## src/rtl/gtx_rst_seq_pkg.sv

```systemverilog
// Shared definitions for the SATA host PHY GTX reset sequencer: FSM state encoding,
// status-synchronizer bit positions and the counter-width helper.
package gtx_rst_seq_pkg;

    typedef enum logic [3:0] {
        StWaitLock = 4'd0,
        StGtRst    = 4'd1,
        StGtWait   = 4'd2,
        StReady    = 4'd3,
        StTxRst    = 4'd4,
        StTxWait   = 4'd5,
        StRxRst    = 4'd6,
        StRxWait   = 4'd7,
        StAlRst    = 4'd8
    } gtx_state_e;

    // Bit positions of the GTX status inputs inside the synchronized vector.
    localparam int unsigned StsW       = 4;
    localparam int unsigned StsLock    = 0;
    localparam int unsigned StsTxDone  = 1;
    localparam int unsigned StsRxDone  = 2;
    localparam int unsigned StsDlyDone = 3;

    // The shared counter must hold both the reset pulse length and the watchdog limit.
    function automatic int unsigned cnt_width(input int unsigned timeout_w,
                                              input int unsigned rst_pulse);
        int unsigned pulse_w;
        pulse_w = $clog2(rst_pulse + 1);
        return (timeout_w > pulse_w) ? timeout_w : pulse_w;
    endfunction

endpackage

```

## src/rtl/gtx_status_sync.sv

```systemverilog
// Multi-stage flop synchronizer for the asynchronous GTX status levels.
module gtx_status_sync #(
    parameter int unsigned Width  = 4,
    parameter int unsigned Stages = 2
) (
    input  logic             clk_i,
    input  logic             rst_i,
    input  logic [Width-1:0] d_i,
    output logic [Width-1:0] q_o
);

    logic [Width-1:0] sync_q [Stages];

    always_ff @(posedge clk_i or posedge rst_i) begin
        if (rst_i) begin
            for (int i = 0; i < Stages; i++) begin
                sync_q[i] <= '0;
            end
        end else begin
            sync_q[0] <= d_i;
            for (int i = 1; i < Stages; i++) begin
                sync_q[i] <= sync_q[i-1];
            end
        end
    end

    assign q_o = sync_q[Stages-1];

endmodule

```

## src/rtl/gtx_rst_seq.sv

```systemverilog
// GTX reset/handshake sequencer: initial bring-up after CPLL lock, then partial TX/RX resets
// and RX phase-align requests from the OOB controller, with a watchdog on every wait state.
module gtx_rst_seq
    import gtx_rst_seq_pkg::*;
#(
    parameter int unsigned RstPulse   = 8,
    parameter int unsigned TimeoutW   = 16,
    parameter int unsigned SyncStages = 2
) (
    input  logic clk_i,
    input  logic rst_i,
    input  logic cplllock_i,
    input  logic txresetdone_i,
    input  logic rxresetdone_i,
    input  logic rxdlysresetdone_i,
    input  logic txpcsreset_req_i,
    input  logic rxreset_req_i,
    input  logic clk_phase_align_req_i,
    output logic gttxreset_o,
    output logic gtrxreset_o,
    output logic txpcsreset_o,
    output logic rxpcsreset_o,
    output logic rxdlysreset_o,
    output logic gtx_ready_o,
    output logic recal_tx_done_o,
    output logic rxreset_ack_o,
    output logic clk_phase_align_ack_o,
    output logic timeout_err_o
);

    localparam int unsigned      CntW      = cnt_width(TimeoutW, RstPulse);
    localparam logic [CntW-1:0] CntMax    = '1;
    localparam logic [CntW-1:0] PulseLast = CntW'(RstPulse - 1);
    // resetdone is only trusted once a full synchronizer flush has happened in the wait state.
    localparam logic [CntW-1:0] BlankLast = CntW'(SyncStages);

    gtx_state_e      state_q, state_d;
    logic [CntW-1:0] cnt_q, cnt_d;
    logic            tx_pend_q, tx_pend_d;
    logic            rx_pend_q, rx_pend_d;
    logic            al_pend_q, al_pend_d;
    logic            timeout_err_q, timeout_err_d;

    logic [StsW-1:0] sts_raw, sts_s;
    logic            lock_s, tx_done_s, rx_done_s, dly_done_s;
    logic            lock_lost, wd_expired, blank_over, timeout_hit;

    assign sts_raw = {rxdlysresetdone_i, rxresetdone_i, txresetdone_i, cplllock_i};

    gtx_status_sync #(
        .Width  (StsW),
        .Stages (SyncStages)
    ) u_status_sync (
        .clk_i (clk_i),
        .rst_i (rst_i),
        .d_i   (sts_raw),
        .q_o   (sts_s)
    );

    assign lock_s     = sts_s[StsLock];
    assign tx_done_s  = sts_s[StsTxDone];
    assign rx_done_s  = sts_s[StsRxDone];
    assign dly_done_s = sts_s[StsDlyDone];

    assign lock_lost  = (state_q != StWaitLock) && !lock_s;
    assign wd_expired = (cnt_q == CntMax);
    assign blank_over = (cnt_q > BlankLast);

    always_comb begin
        state_d               = state_q;
        timeout_hit           = 1'b0;
        gttxreset_o           = 1'b0;
        gtrxreset_o           = 1'b0;
        txpcsreset_o          = 1'b0;
        rxpcsreset_o          = 1'b0;
        rxdlysreset_o         = 1'b0;
        gtx_ready_o           = 1'b0;
        recal_tx_done_o       = 1'b0;
        rxreset_ack_o         = 1'b0;
        clk_phase_align_ack_o = 1'b0;

        case (state_q)
            StWaitLock: begin
                gttxreset_o = 1'b1;
                gtrxreset_o = 1'b1;
                if (lock_s) begin
                    state_d = StGtRst;
                end
            end
            StGtRst: begin
                gttxreset_o = 1'b1;
                gtrxreset_o = 1'b1;
                if (cnt_q == PulseLast) begin
                    state_d = StGtWait;
                end
            end
            StGtWait: begin
                if (blank_over && tx_done_s && rx_done_s) begin
                    state_d = StReady;
                end else if (wd_expired) begin
                    timeout_hit = 1'b1;
                end
            end
            StReady: begin
                gtx_ready_o = 1'b1;
                if (tx_pend_q) begin
                    state_d = StTxRst;
                end else if (rx_pend_q) begin
                    state_d = StRxRst;
                end else if (al_pend_q) begin
                    state_d = StAlRst;
                end
            end
            StTxRst: begin
                gtx_ready_o  = 1'b1;
                txpcsreset_o = 1'b1;
                if (cnt_q == PulseLast) begin
                    state_d = StTxWait;
                end
            end
            StTxWait: begin
                gtx_ready_o = 1'b1;
                if (blank_over && tx_done_s) begin
                    recal_tx_done_o = 1'b1;
                    state_d         = StReady;
                end else if (wd_expired) begin
                    timeout_hit = 1'b1;
                end
            end
            StRxRst: begin
                gtx_ready_o  = 1'b1;
                rxpcsreset_o = 1'b1;
                if (cnt_q == PulseLast) begin
                    state_d = StRxWait;
                end
            end
            StRxWait: begin
                gtx_ready_o = 1'b1;
                if (blank_over && rx_done_s) begin
                    rxreset_ack_o = 1'b1;
                    state_d       = StReady;
                end else if (wd_expired) begin
                    timeout_hit = 1'b1;
                end
            end
            StAlRst: begin
                gtx_ready_o   = 1'b1;
                rxdlysreset_o = 1'b1;
                if (dly_done_s) begin
                    clk_phase_align_ack_o = 1'b1;
                    state_d               = StReady;
                end else if (wd_expired) begin
                    timeout_hit = 1'b1;
                end
            end
            default: begin
                state_d = StWaitLock;
            end
        endcase

        if (timeout_hit) begin
            gtx_ready_o = 1'b0;
            state_d     = StGtRst;
        end

        // Losing the PLL overrides everything, including a watchdog hit in the same cycle.
        if (lock_lost) begin
            timeout_hit           = 1'b0;
            gtx_ready_o           = 1'b0;
            recal_tx_done_o       = 1'b0;
            rxreset_ack_o         = 1'b0;
            clk_phase_align_ack_o = 1'b0;
            state_d               = StWaitLock;
        end
    end

    always_comb begin
        cnt_d = cnt_q;
        if (state_d != state_q) begin
            cnt_d = '0;
        end else if (cnt_q != CntMax) begin
            cnt_d = cnt_q + 1'b1;
        end
    end

    // A request for a type already in service merges into the running operation.
    always_comb begin
        tx_pend_d = tx_pend_q | (txpcsreset_req_i &&
                                 !(state_q inside {StTxRst, StTxWait}));
        rx_pend_d = rx_pend_q | (rxreset_req_i &&
                                 !(state_q inside {StRxRst, StRxWait}));
        al_pend_d = al_pend_q | (clk_phase_align_req_i && (state_q != StAlRst));

        if (state_d == StTxRst && state_q != StTxRst) begin
            tx_pend_d = 1'b0;
        end
        if (state_d == StRxRst && state_q != StRxRst) begin
            rx_pend_d = 1'b0;
        end
        if (state_d == StAlRst && state_q != StAlRst) begin
            al_pend_d = 1'b0;
        end
        if (lock_lost || timeout_hit) begin
            tx_pend_d = 1'b0;
            rx_pend_d = 1'b0;
            al_pend_d = 1'b0;
        end
    end

    assign timeout_err_d = timeout_err_q | timeout_hit;
    assign timeout_err_o = timeout_err_q;

    always_ff @(posedge clk_i or posedge rst_i) begin
        if (rst_i) begin
            state_q       <= StWaitLock;
            cnt_q         <= '0;
            tx_pend_q     <= 1'b0;
            rx_pend_q     <= 1'b0;
            al_pend_q     <= 1'b0;
            timeout_err_q <= 1'b0;
        end else begin
            state_q       <= state_d;
            cnt_q         <= cnt_d;
            tx_pend_q     <= tx_pend_d;
            rx_pend_q     <= rx_pend_d;
            al_pend_q     <= al_pend_d;
            timeout_err_q <= timeout_err_d;
        end
    end

endmodule

```

## config.mk

```make
export PLATFORM = sky130hd
export DESIGN_NAME = gtx_rst_seq
export DESIGN_NICKNAME = d
export VERILOG_FILES = /design/src/rtl/gtx_rst_seq_pkg.sv /design/src/rtl/gtx_status_sync.sv /design/src/rtl/gtx_rst_seq.sv
export SDC_FILE = /design/constraint.sdc
export NUM_CORES = 1
export LEC_CHECK = 0
export BUFFER_PORTS_ARGS = -buffer_cell sky130_fd_sc_hd__buf_4
export CAP_MARGIN = 20
export CORE_ASPECT_RATIO = 1.4
export CORE_UTILIZATION = 66
export CTS_BUF_LIST = sky130_fd_sc_hd__clkbuf_8
export DETAILED_ROUTE_END_ITERATION = 8
export MAX_ROUTING_LAYER = met4
export PLACE_DENSITY = 0.95
export SLEW_MARGIN = 25
export SYNTH_ARGS = -nofsm -noshare
export SYNTH_HDL_FRONTEND = slang
export SYNTH_SLANG_ARGS = --single-unit
```

## constraint.sdc

```tcl
create_clock -name clk_i -period 6.1 [get_ports clk_i]
set_input_delay 1.22 -clock clk_i [delete_from_list [all_inputs] [get_ports clk_i]]
set_output_delay 1.22 -clock clk_i [all_outputs]
set_load 0.1 [all_outputs]
```

Yosys cells after proc, flatten, opt, wreduce, memory -nomap -nowiden
Cells that the tools add are included.

Logic and storage cells: 98. Register bits: 32. Input bits: 9.

Reduce and logical (&&, ||, !) cells: 21. Equal/unequal tests: 18. Multiplexer cells: 45. $add $sub $neg: 1. Bitwise operators: 4. Order comparisons: 1.

Operators by type and width (number): two-way mux 4 bit (13); case mux 4 bit (9 select lines) (1); two-way mux 16 bit (2); two-way mux 1 bit (28); == test 4 x 3 -> 1 bit, second input constant (6); adder 16 x 1 -> 16 bit, second input constant (1); == test 16 bit, second input constant (1); == test 16 x 3 -> 1 bit, second input constant (1); greater-than comparator 16 x 2 -> 1 bit, second input constant (1); != test 16 bit, second input constant (1); logical AND 1 bit (10); == test 4 x 2 -> 1 bit, second input constant (2); == test 4 bit, second input constant (2); != test 4 x 3 -> 1 bit, second input constant (2); nonzero test 2 bit (3); OR reduction 6 bit (1); == test 4 x 1 -> 1 bit, second input constant (1); zero test 4 bit (1); != test 4 bit (1); != test 4 bit, second input constant (1); OR 1 bit (4); case mux 1 bit (4 select lines) (1); nonzero test 4 bit (1); zero test 1 bit (3); other kinds (2) (2).

Longest topological paths before layout
Gate-level depths: netlist (run 1).

Depth after elaboration: 11. Gate-level depth with buffers: 10. Mapped depth without buffers: 9.

Hierarchy
From an unflattened synthesis (run 1), not the netlist that was laid out.

Cell total of the unflattened synthesis: 215. Area, all modules: 1893.1 µm².

By module, submodules not included: gtx_rst_seq (sequential area each 600.6 µm², area an instance 1659.1 µm², instances 1, cells each 202); gtx_status_sync (sequential area each 200.2 µm², area an instance 234.0 µm², instances 1, cells each 13).

Worst setup path after synthesis (run 1)
OpenSTA, ideal clock, no wires.

Path kind: reg-to-output. From: register cnt_q[0]. To: output rxreset_ack_o. Arrival: 3.828 ns. Cell stages (with the launch flop): 7. Path buffers: 0. Required time: 4.880 ns. Slack: 1.052 ns. Cell sequence: dfrtp_1 inv_1 ha_1 inv_1 a21o_1 nor2_1 nor4_1.

Cells in the longest elaborated chain, start to end: 5.

RTL lines: from (decl) (line gtx_rst_seq.sv:38) `logic [CntW-1:0] cnt_q, cnt_d;`; from (signal assigned) (line gtx_rst_seq.sv:223) `cnt_q <= cnt_d;`; greater-than comparator 16 x 2 -> 1 bit (line gtx_rst_seq.sv:67) `assign blank_over = (cnt_q > BlankLast);`; logical AND 1 bit (line gtx_rst_seq.sv:139) `if (blank_over && rx_done_s) begin`; two-way mux 1 bit (line gtx_rst_seq.sv:139); two-way mux 1 bit (line gtx_rst_seq.sv:82) `case (state_q)`; two-way mux 1 bit (line gtx_rst_seq.sv:167) `if (lock_lost) begin`; to (decl) (line gtx_rst_seq.sv:26) `output logic rxreset_ack_o,`.

No other way between the ends.

Worst setup path in the final report (run 1)
From: register state_q[0]. To: output gtx_ready_o.

Cells in the longest elaborated chain, start to end: 5. Elaborated cells between the ends (all ways): 14. Classes of those cells: 7 x eq/ne; 4 x mux; 3 x reduce/logical.

RTL lines: from (decl) (line gtx_rst_seq.sv:37) `gtx_state_e state_q, state_d;`; from (signal assigned) (line gtx_rst_seq.sv:215) `state_q <= StWaitLock;`; from (signal assigned) (line gtx_rst_seq.sv:222) `state_q <= state_d;`; == test 4 x 3 -> 1 bit, or another cell as far along (line gtx_rst_seq.sv:82); OR reduction 6 bit (no source line); two-way mux 1 bit (line gtx_rst_seq.sv:82); two-way mux 1 bit (line gtx_rst_seq.sv:161) `if (timeout_hit) begin`; two-way mux 1 bit * (line gtx_rst_seq.sv:167); to (decl) (line gtx_rst_seq.sv:24) `output logic gtx_ready_o,`.

Mark *: on every way between the ends. The rest lies on a longest branch, timed or not.

==> qor.yml, run 1 <==
floorplanning:
  core_um2: 3090
  start_util: 0.692
  die_area_um2: 3480
  placementRows: 24
  die_h_um: 69.4
  pin_count: 19
  die_w_um: 50.1
critical_path:
  cp_max_fo: 13
  path_cells: "nand2_1, nor2_1, o211a_1, a21o_1, a21oi_1, buf_4"
  cp_slowest_stage_delay_ps: 740
  startpoint_type: "flop"
  crit_family: "flip-flops"
  required_ps: 4880
  end_kind: "output port"
  cpMaxStageDelayCell: "dfrtp_1"
  arrival_ps: 2350
  setup.worst_path.class: "flop to output port"
  critPathBufInv: 1
global_route:
  grt_pass1_vias: 1785
  antenna_found_initial: 0
  grt_remaining_overflow: 0
  grt_pass1_wl_mm: 7.92
  grt_start_max_net_pins: 33
  track_usage: 0.312
placement:
  post-place-ws_ps: 2890
  place_congestion: 1.01
  io_buffer_count: 18
  dp_hpwl_mm: 3.32
clock_network:
  cts_made_buffers: 5
  ctsHoldBuffers: 0
  cts_max_path_buffers: 2
  h-tree-depth: 2
  clock-root-buffer: "clkbuf_8"
  cts_tree: "done"
  cts_resized: 0
  post-cts-setup-buffer-count: 0
  clock_latency_ps: 280
  clock_sinks: 32
  cts.clk_slew.worst_paths_ps: 60
timing:
  period_share: 0.585
  hold_viol_final: 0
  timing.fmax_mhz: 280
  final-max-slew-violation-count: 0
  worstMarginPinSlew_ps: 632
  setup-violations-final: 0
  timing.final.ws_setup_ps: 2530
  rsz0062_at_grt: "no"
  period_minus_slack_ps: 3570
  finalSetupTns_ps: 0
  finClkSkew_ps: 4.83
  slew_headroom: 0.579
yosys:
  synth-seq-cells: 32
  synth_nets: 232
  synth_edf_count: 0
  ys_seq_area_frac: 0.374
  netlist_area_um2: 2140
  synth.distinct_cells: 58
  ys_warn_count: 0
  syn_avg_cell_area_um2: 9.68
  netlist_instances: 221
  ys_dominant_reg_cell: "dfrtp_1"
  asyncSetResetFlopFracSynth: 1.00
routing:
  drc_errors: 0
  num_vias: 1797
  avgViaCountPerCell: 6.44
  first_pass_iters: 7
  drtIter0Drc: 104
  wl_per_cell_um: 16.6
  wl_mm: 4.64
  antenna_left: 0
layout:
  area_delta_synth_final_pct: 10.4
  antenna_cells: 0
  drive_gt1_frac: 0.238
  nets: 250
pwr:
  p_leak_nw: 1.02
  powerDensity_nw_per_um2: 321
  max-vdd-ir-drop_mv: 0.238
outcome:
  status: "finished, final reports clean"
worst_hold_path:
  hold_path.class: "flop to flop"
job:
  drv_cap: 0
[path summary, 6_finish.rpt]
check | from | slack [ps] | to | cells after the start
worst max register to register | state_q[0] | 3280 | cnt_q[6] | 7
worst min register to register | u_status_sync.sync_q[6] | 350 | u_status_sync.q_o[2] | 0
worst min-delay path | u_status_sync.sync_q[6] | 350 | u_status_sync.q_o[2] | 0
worst max-delay path | state_q[0] | 2530 | gtx_ready_o | 6
max in group asynchronous | rst_i | 4790 | cnt_q[10] | 3
min in group asynchronous | rst_i | 1010 | u_status_sync.q_o[2] | 3
[flip-flops by register name (all words and copies together) (netlist names)]
name and flops:
u_status_sync.q_o 4, rx_pend_q 1, al_pend_q 1, u_status_sync.sync_q 4, cnt_q 16, timeout_err_o 1
state_q 4, tx_pend_q 1
[synth_stat cells (2+ instances only)]
cell type  instances  area share
nand3_1           11       0.026
and3_1             3      0.0088
nor2_1            27       0.047
inv_1              8       0.014
nor3_1            16       0.037
mux2i_1            2      0.0094
a211oi_1           2      0.0070
nor2b_1            4       0.012
a21oi_1            6       0.014
buf_4              3       0.011
a21o_1             4       0.014
and2_1             2      0.0058
buf_2              2      0.0047
o21ai_4            2       0.015
nand2_1           16       0.028
nand4_1            3      0.0088
nor3_2            10       0.047
dfrtp_1           32        0.37
nor2_2             2      0.0058
nand2b_1           3      0.0088
xnor2_1            9       0.037
nor4_4             2       0.020
buf_6              2       0.011
o21a_1             3       0.011
xor2_1             2      0.0082
ha_1               2       0.012
o211ai_1           2      0.0070
a31oi_4            2       0.020
a311oi_1           2      0.0082
o21ai_0            5       0.012
nor4_1             5       0.015
[per-stage QoR]
stage               hold WS [ps]  cell area [µm²]  total power [mW]  instances   util
finish                       352             2360             0.758        279  0.764
global route                 363             2360             0.799        279  0.764
CTS                          355             2360             0.760        279  0.764
detailed placement           340             2270             0.594        271  0.735
global placement             332             2270             0.592        271  0.735
floorplan                    331             2140             0.558        221      -
[area by class of cell]
cell class,instances,area [µm²]
clock buffers,6,82.6
clock inverters,2,7.51
fillers,206,731
inverters,9,33.8
multi-input cells,172,1250
flip-flops and latches,32,801
well taps,39,48.8
repair buffers,19,143
[worst register-to-register path, cell delays in order (launching register included)]
cell	delay, ps
dfrtp_1	740
nand2_1	290
nor4_1	380
a311oi_1	200
a31oi_2	340
a21oi_4	100
xnor2_4	520
nor3_1	120
[layout by cell type (no fill, tap or decap), types with 3 or more instances in the layout]
cell	n
o21a_1	3
clkbuf_8	6
nor4_1	5
a21oi_1	6
nor2b_1	4
nor3_2	10
dfrtp_1	32
inv_1	10
nand4_1	3
nand3_1	11
a21o_1	4
nand2_1	16
nand2b_1	3
nor3_1	16
nor2_1	27
buf_4	19
xnor2_1	9
o21ai_0	5
and3_1	3
[cells by family (layout without fill, tap and decap cells)]
family | count (synthesis) | count (layout) | synth area share
AND/OR/NAND/NOR | 113 | 113 | 0.309
flip-flops | 32 | 32 | 0.374
buffers and inverters | 17 | 36 | 0.0433
multiplexers | 3 | 3 | 0.0146
AO/OA/AOI/OAI | 42 | 42 | 0.189
adder cells (fa/ha/maj) | 2 | 2 | 0.0117
XOR/XNOR | 12 | 12 | 0.0579
[layer usage]
metal / GRT usage / up-vias / wire length [µm]
met1: 0.327 / 850 / 1690
met5: - / - / 0
met3: 0.0592 / 27 / 241
li1: - / 823 / -
met2: 0.516 / 97 / 2450
met4: 0.210 / 0 / 255
[where the power goes]
part	leakage (nW)	switching, mW	internal (mW)
combinational	0.552	0.198	0.106
sequential	0.415	0.0539	0.237
clock	0.0538	0.0742	0.0885
Note: power is estimated with default switching activity, not from simulation.
==> run 2: changes to the inputs <==
- CORE_UTILIZATION: 66 -> 56
- PLACE_DENSITY: 0.95 -> 0.87
- clock period: 6.1 -> 3.1 ns (I/O delays scaled with it)
==> run 2 against run 1 <==
  * Final area is 3.1% higher
  * Global-route usage is 4.3 points lower
  * Combinational power is 120% higher
  * Sequential power is 91% higher
  * Sequential share of layout area is 1.0 points lower
  * Power is 100% higher
  * Sequential cell count stayed put
  * Die area is 17% higher
  * Critical path depth stayed put
  * Cell count is 3.2% higher
  * Highest routed layer unchanged
==> qor.yml, run 2 (synthesis gave the netlist of run 1 again) <==
routing:
  wl_per_cell_um: 16.1  # -3.3%
  antenna_left: 0  # unchanged
  first_pass_iters: 4  # -3
  avgViaCountPerCell: 6.05  # -6.1%
  drtIter0Drc: 42  # -60%
  drc_errors: 0  # unchanged
  num_vias: 1741  # -3.1%
  wl_mm: 4.63  # -0.13%
critical_path:
  cp_max_fo: 16  # +3
  end_kind: "output port"
  r2r_end: "cnt_q[1]"
  required_ps: 2480  # -2400 ps
  arrival_ps: 2310  # -40 ps
  r2r_cells: 8  # +1
  startpoint_type: "flop"
  r2r_slack_ps: 380  # -2900 ps
  rr_startpoint: "state_q[3]"
  setup.worst_path.class: "flop to output port"
worst_hold_path:
  hold_path.class: "flop to flop"
  hold_end: "u_status_sync.q_o[1]"
  min_from: "u_status_sync.sync_q[5]"
  whs_path_depth: 0  # unchanged
timing:
  final-max-slew-violation-count: 0  # unchanged
  period_share: 0.945
  finClkSkew_ps: 9.45  # +4.62 ps
  hold_ws_ps: 348  # -3.89 ps
  hold_viol_final: 0  # unchanged
  timing.final.ws_setup_ps: 172  # -2360 ps
  slew_headroom: 0.618  # +0.0389
  setup-violations-final: 0  # unchanged
  timing.fmax_mhz: 341
  rsz0062_at_grt: "no"
  worstMarginPinSlew_ps: 574  # -58.0 ps
  period_minus_slack_ps: 2930
global_route:
  antenna_found_initial: 0  # unchanged
  grtUsageMet2: 0.461  # -0.0549
  grt_start_max_net_pins: 33  # unchanged
  grt_pass1_vias: 1658  # -7.1%
  use_met1: 0.293  # -0.0339
  grt_pass1_wl_mm: 7.53  # -4.9%
  grt_remaining_overflow: 0  # unchanged
  grtUsageMet3: 0.0444  # -0.0148
  track_usage: 0.269  # -0.0429
  grt.busiest_layer: "met2"
clock_network:
  h-tree-depth: 2  # unchanged
  cts.clk_slew.worst_paths_ps: 70  # about the same
  clock_sinks: 32  # unchanged
  cts_max_path_buffers: 2  # unchanged
  cts_tree: "done"
  post-cts-setup-buffer-count: 0  # unchanged
  clock-root-buffer: "clkbuf_8"
  ctsHoldBuffers: 0  # unchanged
  cts_made_buffers: 5  # unchanged
  cts_resized: 0  # unchanged
  clock_latency_ps: 290  # about the same
floorplanning:
  placementRows: 26  # +8.3%
  pin_count: 19  # unchanged
  die_w_um: 54.2  # +8.2%
  core_um2: 3640  # +18%
  die_h_um: 75.1  # +8.3%
  die_area_um2: 4080  # +17%
  start_util: 0.587  # -0.105
outcome:
  status: "finished, final reports clean"
layout:
  area_delta_synth_final_pct: 13.8
  top_register: "cnt_q"
  layout_common_cells: "32 x dfrtp_1, 27 x nor2_1, 25 x buf_4"
  nets: 256  # +2.4%
  final_common_cell: "dfrtp_1"
  final_area_um2: 2430  # +3.1%
  antenna_cells: 0  # unchanged
  drive_gt1_frac: 0.285  # +0.0471
  final_util: 0.668  # -0.0955
  largest_reg_flops: 16  # unchanged
pwr:
  max-vdd-ir-drop_mv: 0.571  # +140%
  p_leak_nw: 1.05  # +2.9%
  power_mw: 1.55  # +100%
  powerDensity_nw_per_um2: 637  # +99%
placement:
  place_area_um2: 2340  # +3.1%
  io_buffer_count: 18  # unchanged
  place_congestion: 0.910  # -10%
  dp_hpwl_mm: 3.56  # +7.4%
  post-place-ws_ps: 437  # -2450 ps
job:
  drv_cap: 0  # unchanged
==> run 2: worst max-delay path by stage <==
stage	start	to	slack, ps	depth (start not counted)
global route	state_q[1]	gtx_ready_o	30	6
CTS	cnt_q[9]	gtx_ready_o	180	7
floorplan	cnt_q[0]	rxreset_ack_o	-190	6
finish	state_q[1]	gtx_ready_o	170	6
detailed placement	state_q[3]	cnt_q[1]	440	8
global placement	state_q[3]	cnt_q[1]	390	8
==> run 2: cell type report <==
class	count	area [µm²]
Multi-Input combinational cell	172	1270
Fill cell	305	1210
Sequential cell	32	801
Timing Repair Buffer	25	188
Clock buffer	6	82.6
Tap cell	42	52.6
Inverter	9	33.8
Clock inverter	2	10.0
==> run 2: stage by stage <==
stage / setup TNS [ps] / instances
CTS: 0 / 288
detailed placement: 0 / 280
floorplan: -194 / 221
finish: 0 / 288
global placement: 0 / 280
global route: 0 / 288
==> run 2: metal layers <==
metal  vias up  share of wire
li1        845              -
met5         -              0
met4         0          0.041
met1       838           0.39
met2        41           0.54
met3        17          0.029
==> run 2: critical path: stages (launching register included) <==
cell and delay (ps):
dfrtp_1 710, nor3b_1 160, o21ai_0 340, o2bb2ai_4 150, a21o_1 230, a21oi_2 120
buf_4 300
==> run 2: report_power, final <==
part,total [mW],switching [mW],internal [mW]
combinational,0.668,0.425,0.243
sequential,0.557,0.0898,0.468
clock,0.326,0.149,0.177
